**src/rtl/shift_deser_8_bit.sv**
```systemverilog
// Serial-to-parallel receiver: assembles WIDTH-bit words from a qualified bit
// stream (LSB- or MSB-first) and offers each word on a valid/ready holding register.
module shift_deser_8_bit #(
    parameter int  WIDTH = 8,
    localparam int CNT_W = (WIDTH > 1) ? $clog2(WIDTH) : 1
) (
    input  logic             clk,
    input  logic             rst,
    input  logic             serial_in,
    input  logic             bit_valid,
    input  logic             dir,
    input  logic             frame_start,
    input  logic             data_ready,
    input  logic             clear_ovr,
    output logic [WIDTH-1:0] data_out,
    output logic             data_valid,
    output logic             overrun,
    output logic             busy,
    output logic [CNT_W-1:0] bit_cnt
);

    localparam logic [CNT_W-1:0] LAST_CNT = CNT_W'(WIDTH - 1);

    logic [WIDTH-1:0] shift_reg;
    logic             dir_q;

    logic [WIDTH-1:0] base_sr;
    logic [WIDTH-1:0] shift_right;
    logic [WIDTH-1:0] shift_left;
    logic [WIDTH-1:0] shift_next;
    logic [CNT_W-1:0] base_cnt;
    logic [CNT_W-1:0] cnt_next;
    logic             eff_dir;
    logic             dir_next;
    logic             complete;
    logic             load;
    logic             drop;

    // Both candidate shifts are built from the (possibly re-aligned) register.
    genvar gi;
    generate
        for (gi = 0; gi < WIDTH; gi++) begin : g_shift
            if (gi == WIDTH - 1) begin : g_right_top
                assign shift_right[gi] = serial_in;
            end else begin : g_right_mid
                assign shift_right[gi] = base_sr[gi+1];
            end
            if (gi == 0) begin : g_left_bottom
                assign shift_left[gi] = serial_in;
            end else begin : g_left_mid
                assign shift_left[gi] = base_sr[gi-1];
            end
        end
    endgenerate

    always_comb begin
        base_sr    = frame_start ? '0 : shift_reg;
        base_cnt   = frame_start ? '0 : bit_cnt;
        // The first bit of a word (including one arriving with frame_start) latches dir.
        eff_dir    = (base_cnt == '0) ? dir : dir_q;
        shift_next = base_sr;
        cnt_next   = base_cnt;
        dir_next   = dir_q;
        complete   = 1'b0;
        if (bit_valid) begin
            dir_next   = eff_dir;
            shift_next = eff_dir ? shift_left : shift_right;
            complete   = (base_cnt == LAST_CNT);
            cnt_next   = complete ? '0 : base_cnt + CNT_W'(1);
        end
        load = complete && (!data_valid || data_ready);
        drop = complete && !load;
    end

    always_ff @(posedge clk or posedge rst) begin
        if (rst) begin
            shift_reg  <= '0;
            dir_q      <= 1'b0;
            bit_cnt    <= '0;
            busy       <= 1'b0;
            data_out   <= '0;
            data_valid <= 1'b0;
            overrun    <= 1'b0;
        end else begin
            shift_reg <= shift_next;
            dir_q     <= dir_next;
            bit_cnt   <= cnt_next;
            busy      <= (cnt_next != '0);
            if (load) begin
                data_out   <= shift_next;
                data_valid <= 1'b1;
            end else if (data_ready) begin
                data_valid <= 1'b0;
            end
            // A drop on the same edge as clear_ovr wins.
            if (drop) begin
                overrun <= 1'b1;
            end else if (clear_ovr) begin
                overrun <= 1'b0;
            end
        end
    end

endmodule
```
**config.mk**
```make
export PLATFORM = sky130hd
export DESIGN_NAME = shift_deser_8_bit
export DESIGN_NICKNAME = d
export VERILOG_FILES = /design/src/rtl/shift_deser_8_bit.sv
export SDC_FILE = /design/constraint.sdc
export NUM_CORES = 1
export LEC_CHECK = 0
export ABC_AREA = 1
export CORE_MARGIN = 3
export CORE_UTILIZATION = 30
export CTS_CLUSTER_SIZE = 10
export DETAILED_ROUTE_END_ITERATION = 10
export PLACE_DENSITY = 0.6
export SLEW_MARGIN = 15
export SYNTH_ARGS = -nofsm -noshare
export SYNTH_HDL_FRONTEND = slang
export SYNTH_SLANG_ARGS = --single-unit
```
**constraint.sdc**
```tcl
create_clock -name clk -period 1.7 [get_ports clk]
set_input_delay 0.425 -clock clk [delete_from_list [all_inputs] [get_ports clk]]
set_output_delay 0.425 -clock clk [all_outputs]
set_load 0.1 [all_outputs]
```
After elaboration in Yosys (flattened, before gate mapping)
Cells that the tools add are included.
Storage, ports and cells
  output and inout bits: 14
  register bits after elaboration: 23
  input bits: 8
Cells by class
  eq/ne operators: 1
  add/sub/neg operators: 1
  reductions and logical operators: 9
  mux-type cells: 12
Operators by type and width (number)
  $mux 8: 3
  $mux 3: 3
  $mux 1: 6
  $reduce_bool 2->1: 2
  $add 3x1->3 const B: 1
  $eq 3x3->1 const B: 1
  $logic_not 3->1: 1
  $reduce_bool 3->1: 1
  $logic_and 1x1->1: 2
  $logic_not 1->1: 2
  $logic_or 1x1->1: 1

Logic depth before layout (Yosys ltp)
Gate-level depths: netlist (run 1).
  word-level depth: 7
  mapped depth: 11
  mapped depth without buffers: 10

Least setup slack after synthesis (run 1)
OpenSTA, ideal clock, no wires.
  path type: flip-flop to flip-flop
  start: reg bit_cnt[0]
  end: reg data_out[0]
  data arrival time: 2.026 ns
  clock period less this slack: 2.146 ns
  path slack: -0.446 ns
  cell stages (with the launch flop): 10
  required time: 1.580 ns
  buffers on the path: 0
  path through: dfrtp_1 nand2_1 inv_1 ha_1 ha_1 nand2_1 nor2_4 inv_1 nand2_1 nand2_1
Between the ends
  longest elaborated chain between the ends: 5
  elaborated cells on any way between the ends: 8
RTL lines
  start, declared: line 19  | output logic [CNT_W-1:0] bit_cnt
  start signal, assigned: line 87  | bit_cnt <= cnt_next;
  $mux 3 *: line 58  | base_cnt = frame_start ? '0 : bit_cnt;
  $logic_not 3->1: line 60  | eff_dir = (base_cnt == '0) ? dir : dir_q;
  $mux 1: line 60
  $mux 8: line 67  | shift_next = eff_dir ? shift_left : shift_right;
  $mux 8: line 65  | if (bit_valid) begin
  end signal, assigned: line 90  | data_out <= shift_next;
  end, declared: line 15  | output logic [WIDTH-1:0] data_out,
Every way passes the cells marked *; elsewhere a longest branch is shown, timed or not.
A chain may end at the register's enable or synchronous reset.

Final worst setup path (run 1)
  start: reg bit_cnt[0]
  end: reg busy
Between the ends
  longest elaborated chain between the ends: 5
  elaborated cells on any way between the ends: 6
RTL lines
  $mux 3 *: line 58
  $add 3x1->3 / $eq 3x3->1 (equally long branches): line 69, 68
  $mux 3 *: line 69  | cnt_next = complete ? '0 : base_cnt + CNT_W'(1);
  $mux 3 *: line 65
  named net cnt_next[2]: line 32  | logic [CNT_W-1:0] cnt_next;
  $reduce_bool 3->1 *: line 88  | busy <= (cnt_next != '0);
  end signal, assigned: line 88
  end, declared: line 18  | output logic busy,
Mark *: on every way through the listed nets, which the timed path passes. The rest lies on a longest branch.

==> metrics.md, run 1 <==
| Metric | Value |
|---|---|
| Mean Syn Cell Area | `roughly 9.0 sq um` |
| Clock root cell | `clkbuf_8` |
| R2r endpoint | `busy` |
| Most frequent cells in the layout | `21 x inv_1, 20 x nand2_1, 20 x dfrtp_1` |
| DP Wirelength | `slightly above 2 mm` |
| Ranking of synthesized cells by area | `dfrtp_1 44%, nand3_2 13%, nand3_1 6.4%, inv_1 6.2%, nand2_1 6.2%` |
| Worst Max-Slew Pin Slew | `297 ps` |
| Mapped Nets | `158` |
| Fin util | `between 40% and 50%` |
| Worst EP required | `around 1900 ps` |
| Cell area power density | `between 900 and 1000 nW/um^2` |
| Achievable Freq | `620 MHz` |
| Storage cell area | `584 sq um` |
| Clk_skew | `3.37 ps` |
| Yosys cell types | `20` |
| Largest net degree at the start of global routing | `24` |
| Die ar. | `between 5000 and 6000 sq um` |
| Die Ht | `slightly above 70 microns` |
| Rows | `23` |
| Critical path cell sequence | `nand2_4 > inv_1 > ha_1 > ha_1 > o21ai_0 > inv_1 > nor2_1 > nand2_1` |
| Post-Synthesis Cells | `between 100 and 150` |
| Placer Congestion | `~0.85` |
| Fin crit share | `94.9%` |
| Worst path slowest cell | `dfrtp_4` |
| H-tree Lvls | `1` |
| Fill cells | `398` |
| Maximum clock path buffer count | `2` |
| Initial antenna violation count | `0` |
| Syn-to-layout area delta | `41.4%` |
| Reg-to-Reg Start | `bit_cnt[0]` |
| Pleak | `slightly below 0.9 nW` |
| IO buf count | `21` |
| DRT Pass-1 Iters | `4` |
| Worst reg2reg setup slack | `around 87 ps` |
| Routed wire length | `~2.8 mm` |
| Die width | `72.4 microns` |
| CP Max Fanout | `3` |
| CP Launch Type | `flop` |
| WP data arrival | `1770 ps` |
| Max Cap Viol | `0` |
| HP Class | `in -> async` |
| Layout cell share with drive strength beyond 1 | `32.2%` |
| Reg2reg path depth | `8` |
| Largest area contributor in the netlist | `dfrtp_1` |
| CTS buffer count | `3` |
| Synth Cell Area | `around 1300 sq um` |
| CP max stage delay | `510 ps` |
| Core Region | `about 4100 sq um` |
| Starting density of the core | `32.1%` |
| Slew Viols, Final | `0` |
| Crit path time final | `1610 ps` |
| Vias in the first global route | `1,027` |
| RSZ-0062 raised after global routing | `no` |
| Final Setup Violations | `0` |
| VDD IR max | `between 300 and 400 uV` |
| Post-DRT Antenna Nets | `0` |
| CTS tree | `yes` |
| Share of the synthesized area in the top cell type | `a little over two fifths` |
| Max_slew headroom | `80.2%` |
| Clock Latency Late Sink | `270 ps` |
| Nets@finish | `189` |
| CTS Sinks | `23` |
| Vias per cell | `4.60` |
| Delay-heaviest family, CP | `flip-flops` |
| Final Hold Fails | `0` |
| Tot GR Track Use | `between 10% and 20%` |
| Critical path buffers and inverters | `2` |
| Mean routed wirelength per cell | `12.3 microns` |
| Sequential-to-total area share from yosys stat | `43.5%` |
| Status | `finished, final reports clean` |
| Total Power | `1.75 mW` |
| First-pass GRT wire length | `around 4.8 mm` |
| Area of the multi-input gates | `658 sq um` |
| Yosys warnings | `0` |
| I/O pins | `22` |
| Routed via count | `around 1,000` |
| Diodes inserted | `0` |
| Crit end category | `flop` |
| WS Path Type | `reg -> reg` |
| Clk slew on worst S/H paths | `approximately 80 ps` |
| Commonest non-fill, non-tap cell in the layout | `inv_1` |
| Drt first-iter violations | `46` |
| FF+latch count, synth | `23` |
| DRC | `0` |
| Remaining Overflow, GRT | `0` |
## worst reg2reg max path, stage by stage (launching register included)
cell     delay (ps)
dfrtp_4         510
nand2_4         100
inv_1            50
ha_1            190
ha_1            260
o21ai_0         140
inv_1            80
nor2_1          100
nand2_1          60
## stage by stage
step                hold slack [ps]  setup TNS (ps)  area [sq um]  std cells  setup slack, ps
finish                          493               0          1870        227             86.6
global route                    556               0          1870        227             1.29
CTS                             505               0          1850        227             62.4
floorplan                       427               0          1330        147             5.30
detailed placement              529           -9820          1780        221             -528
global placement                529           -8620          1780        221             -462
## power breakdown
part / internal [mW] / switching [mW]
clock network: 0.168 / 0.183
logic: 0.263 / 0.474
registers: 0.613 / 0.0535
total: 1.04 / 0.711
## cell type report
cell class	count	area share, %
clock buffers	4	2.41
inverters	23	4.88
multi-input cells	97	35.2
flip-flops and latches	23	31.2
well taps	50	3.34
repair buffers	30	22.9
## worst max path at each step
stage / start / to / cells after the start
6_report: bit_cnt[0] / busy / 8
5_1_grt: bit_cnt[0] / busy / 8
4_1_cts: bit_cnt[1] / shift_reg[0] / 8
3_5_place_dp: frame_start / data_out[7] / 9
3_3_place_gp: frame_start / data_out[5] / 9
2_1_floorplan: bit_cnt[1] / shift_reg[1] / 9
## timing repair
item                                    CTS  global route
setup buffers                             2             0
pin swaps                                 1             0
resized for setup                         2             4
hold buffers                              0             0
endpoints found under the setup margin   18            14
hold endpoints to repair                  0             0
## cell usage after synthesis
cell       n
and2_1     8
buf_2      1
buf_4      1
buf_6      1
clkbuf_1   1
dfrtp_1   23
ha_1       3
inv_1     22
inv_6      1
nand2_1   22
nand2_4    2
nand2_8    2
nand3_1   17
nand3_2   17
nand3_4    1
nor2_1    11
nor2_4     1
o21ai_0   11
o22ai_1    1
xor2_1     1
## cell families (layout without fill, tap and decap cells)
logic type,after synthesis,count (layout),share of synthesized area [%]
buffers and inverters,27,57,8.99
XOR/XNOR,1,1,0.662
AND/OR/NAND/NOR,81,81,39.4
adder cells (fa/ha/maj),3,3,2.84
flip-flops,23,23,43.5
AO/OA/AOI/OAI,12,12,4.64
## metal layers
metal	GRT usage, %	routed length (microns)
met5	0	0
met2	18.3	1380
met4	4.51	43
met1	15.0	1250
met3	3.32	127
Note: power is estimated with default switching activity, not from simulation.
==> inputs of run 2 (changes only) <==
- GPL_TIMING_DRIVEN: not set -> 0
- HOLD_SLACK_MARGIN: not set -> 0.02
==> metrics.md, run 2 (synthesis results as in run 1) <==
| Metric | Value |
|---|---|
| WP data arrival | `1240 ps (-530 ps)` |
| CP Launch Type | `flop` |
| DRC | `0 (unchanged)` |
| Critical path cell sequence | `clkdlybuf4s15_2` |
| Tot GR Track Use | `11.2% (-0.34 points)` |
| Max Cap Viol | `0 (unchanged)` |
| Routed wire length | `2.75 mm (-1.7%)` |
| HP Class | `reg -> reg` |
| I/O pins | `22 (unchanged)` |
| Syn-to-layout area delta | `27.2%` |
| Initial antenna violation count | `0 (unchanged)` |
| Die ar. | `5240 sq um (unchanged)` |
| Vias in the first global route | `1,047 (+1.9%)` |
| Die width | `72.4 microns (unchanged)` |
| Commonest non-fill, non-tap cell in the layout | `inv_1` |
| Max_slew headroom | `40.2% (-40 points)` |
| Comb pwr share | `39.1% (-2.9 points)` |
| Placer Congestion | `0.807 (-4.8%)` |
| Layout cell share with drive strength beyond 1 | `31.8% (-0.41 points)` |
| Die Ht | `72.4 microns (unchanged)` |
| Post-route setup slack | `34.7 ps (-51.9 ps)` |
| Maximum clock path buffer count | `2 (unchanged)` |
| Crit path time final | `1670 ps (+51.9 ps)` |
| H-tree Lvls | `1 (unchanged)` |
| Fin util | `40.9% (-4.6 points)` |
| Slew Viols, Final | `0 (unchanged)` |
| Status | `finished, final reports clean` |
| Final Setup Violations | `0 (unchanged)` |
| Achievable Freq | `600 MHz (-3.1%)` |
| Largest net degree at the start of global routing | `24 (unchanged)` |
| Vias per cell | `4.61 (+0.33%)` |
| Cell area power density | `959 nW/um^2 (+2.3%)` |
| VDD IR max | `449 uV (+34%)` |
| Delay-heaviest family, CP | `buffers and inverters` |
| Remaining Overflow, GRT | `0 (unchanged)` |
| IO buf count | `20 (-4.8%)` |
| Core Region | `4120 sq um (unchanged)` |
| CTS Sinks | `23 (unchanged)` |
| Drt first-iter violations | `20 (-57%)` |
| Placement Setup Slack | `-269 ps (+259 ps)` |
| Clk pwr share | `21.1% (+1.1 points)` |
| Worst Max-Slew Pin Slew | `896 ps (+599 ps)` |
| Post-cts hold buffer count | `0 (unchanged)` |
| Internal power | `0.937 mW (-10%)` |
| Diodes inserted | `0 (unchanged)` |
| Clk slew on worst S/H paths | `90 ps (about the same)` |
| Clock root cell | `clkbuf_8` |
| Clk_skew | `5.25 ps (+1.88 ps)` |
| Post-DRT Antenna Nets | `0 (unchanged)` |
| Final Hold Fails | `0 (unchanged)` |
| CTS buffer count | `3 (unchanged)` |
| Clock Latency Late Sink | `260 ps (about the same)` |
| Switching power | `0.678 mW (-4.6%)` |
| Reg power frac | `39.8% (+1.8 points)` |
| Starting density of the core | `32.1% (unchanged)` |
| Worst path slowest cell | `clkdlybuf4s15_2` |
| First-pass GRT wire length | `4.69 mm (-1.5%)` |
| Fin crit share | `98.0% (+3.1 points)` |
| WS Path Type | `reg -> out` |
| Fill cells | `417 (+4.8%)` |
| DRT Pass-1 Iters | `4 (unchanged)` |
| Rows | `23 (unchanged)` |
| Most frequent cells in the layout | `21 x inv_1, 20 x nand2_1, 20 x dfrtp_1` |
| Mean routed wirelength per cell | `12.3 microns (about the same)` |
| Critical path buffers and inverters | `1 (-1)` |
| Pleak | `0.799 nW (-10%)` |
| CP Max Fanout | `2 (-1)` |
| Crit end category | `output pin` |
| Nets@finish | `185 (-2.1%)` |
| CTS tree | `yes` |
| Switching Share | `42.0% (+1.5 points)` |
| Routed via count | `1,029 (-1.4%)` |
| Worst EP required | `1270 ps (-590 ps)` |
| DP Wirelength | `1.96 mm (-5.5%)` |
| CP max stage delay | `560 ps (+50 ps)` |
| RSZ-0062 raised after global routing | `no` |
## run 2: cell count changes in the layout (fill, tap and decap cells not counted), sizes merged
cell           previous run  this run
dlygate4sd2               1         0
buf                      23         6
clkinv                    0         1
clkdlybuf4s15             0        13
## run 2: final timing paths
path / startpoint / to / slack (ps) / depth (start not counted)
hold / removal: data_out[4] / data_out[4] / 480 / 2
setup reg to reg: bit_cnt[0] / busy / 120 / 8
hold reg to reg: data_out[4] / data_out[4] / 480 / 2
setup / recovery: bit_cnt[0] / bit_cnt[0] / 30 / 1
min in group asynchronous: rst / data_out[7] / 660 / 2
max in group asynchronous: rst / bit_cnt[0] / 400 / 2
## run 2: layout make-up
| class | count | area (sq um) | share of cell area, % |
|---|---|---|---|
| inverter | 23 | 91.3 | 5.43 |
| clock buffer | 3 | 41.3 | 2.45 |
| multi-input combinational | 97 | 643 | 38.2 |
| timing repair buffer | 22 | 226 | 13.5 |
| sequential | 23 | 584 | 34.7 |
| clock inverter | 1 | 5.00 | 0.297 |
| tap | 50 | 62.6 | 3.72 |
| buffer | 4 | 28.8 | 1.71 |
## run 2: stage by stage
stage                     TNS, ps  hold slack, ps  power (mW)  cells  cell area, sq um
after floorplan                 0             427        1.15    147              1330
after global placement      -5180             467        1.28    217              1600
after detailed placement    -5130             470        1.29    217              1600
after CTS                       0             493        1.63    221              1660
after global routing            0             500        1.70    223              1680
final                           0             485        1.61    223              1680
## run 2: timing repair
action | in CTS | in global routing
setup buffers | 0 | 2
resized for setup | 42 | 7
endpoints found under the setup margin | 14 | 17
pin swaps | 0 | 1
## run 2: power by group through the flow
stage / Clock, mW / Sequential (mW) / Combinational, mW
finish: 0.341 / 0.643 / 0.631
detailed placement: 0 / 0.655 / 0.639
global route: 0.372 / 0.651 / 0.671
floorplan: 0 / 0.912 / 0.241
global placement: 0 / 0.653 / 0.631
CTS: 0.357 / 0.645 / 0.630
## run 2: per-layer routing
layer	global-route usage [%]	wire, microns
met5	0	0
met1	15.4	1360
met4	5.94	47
met2	17.0	1240
met3	1.80	106
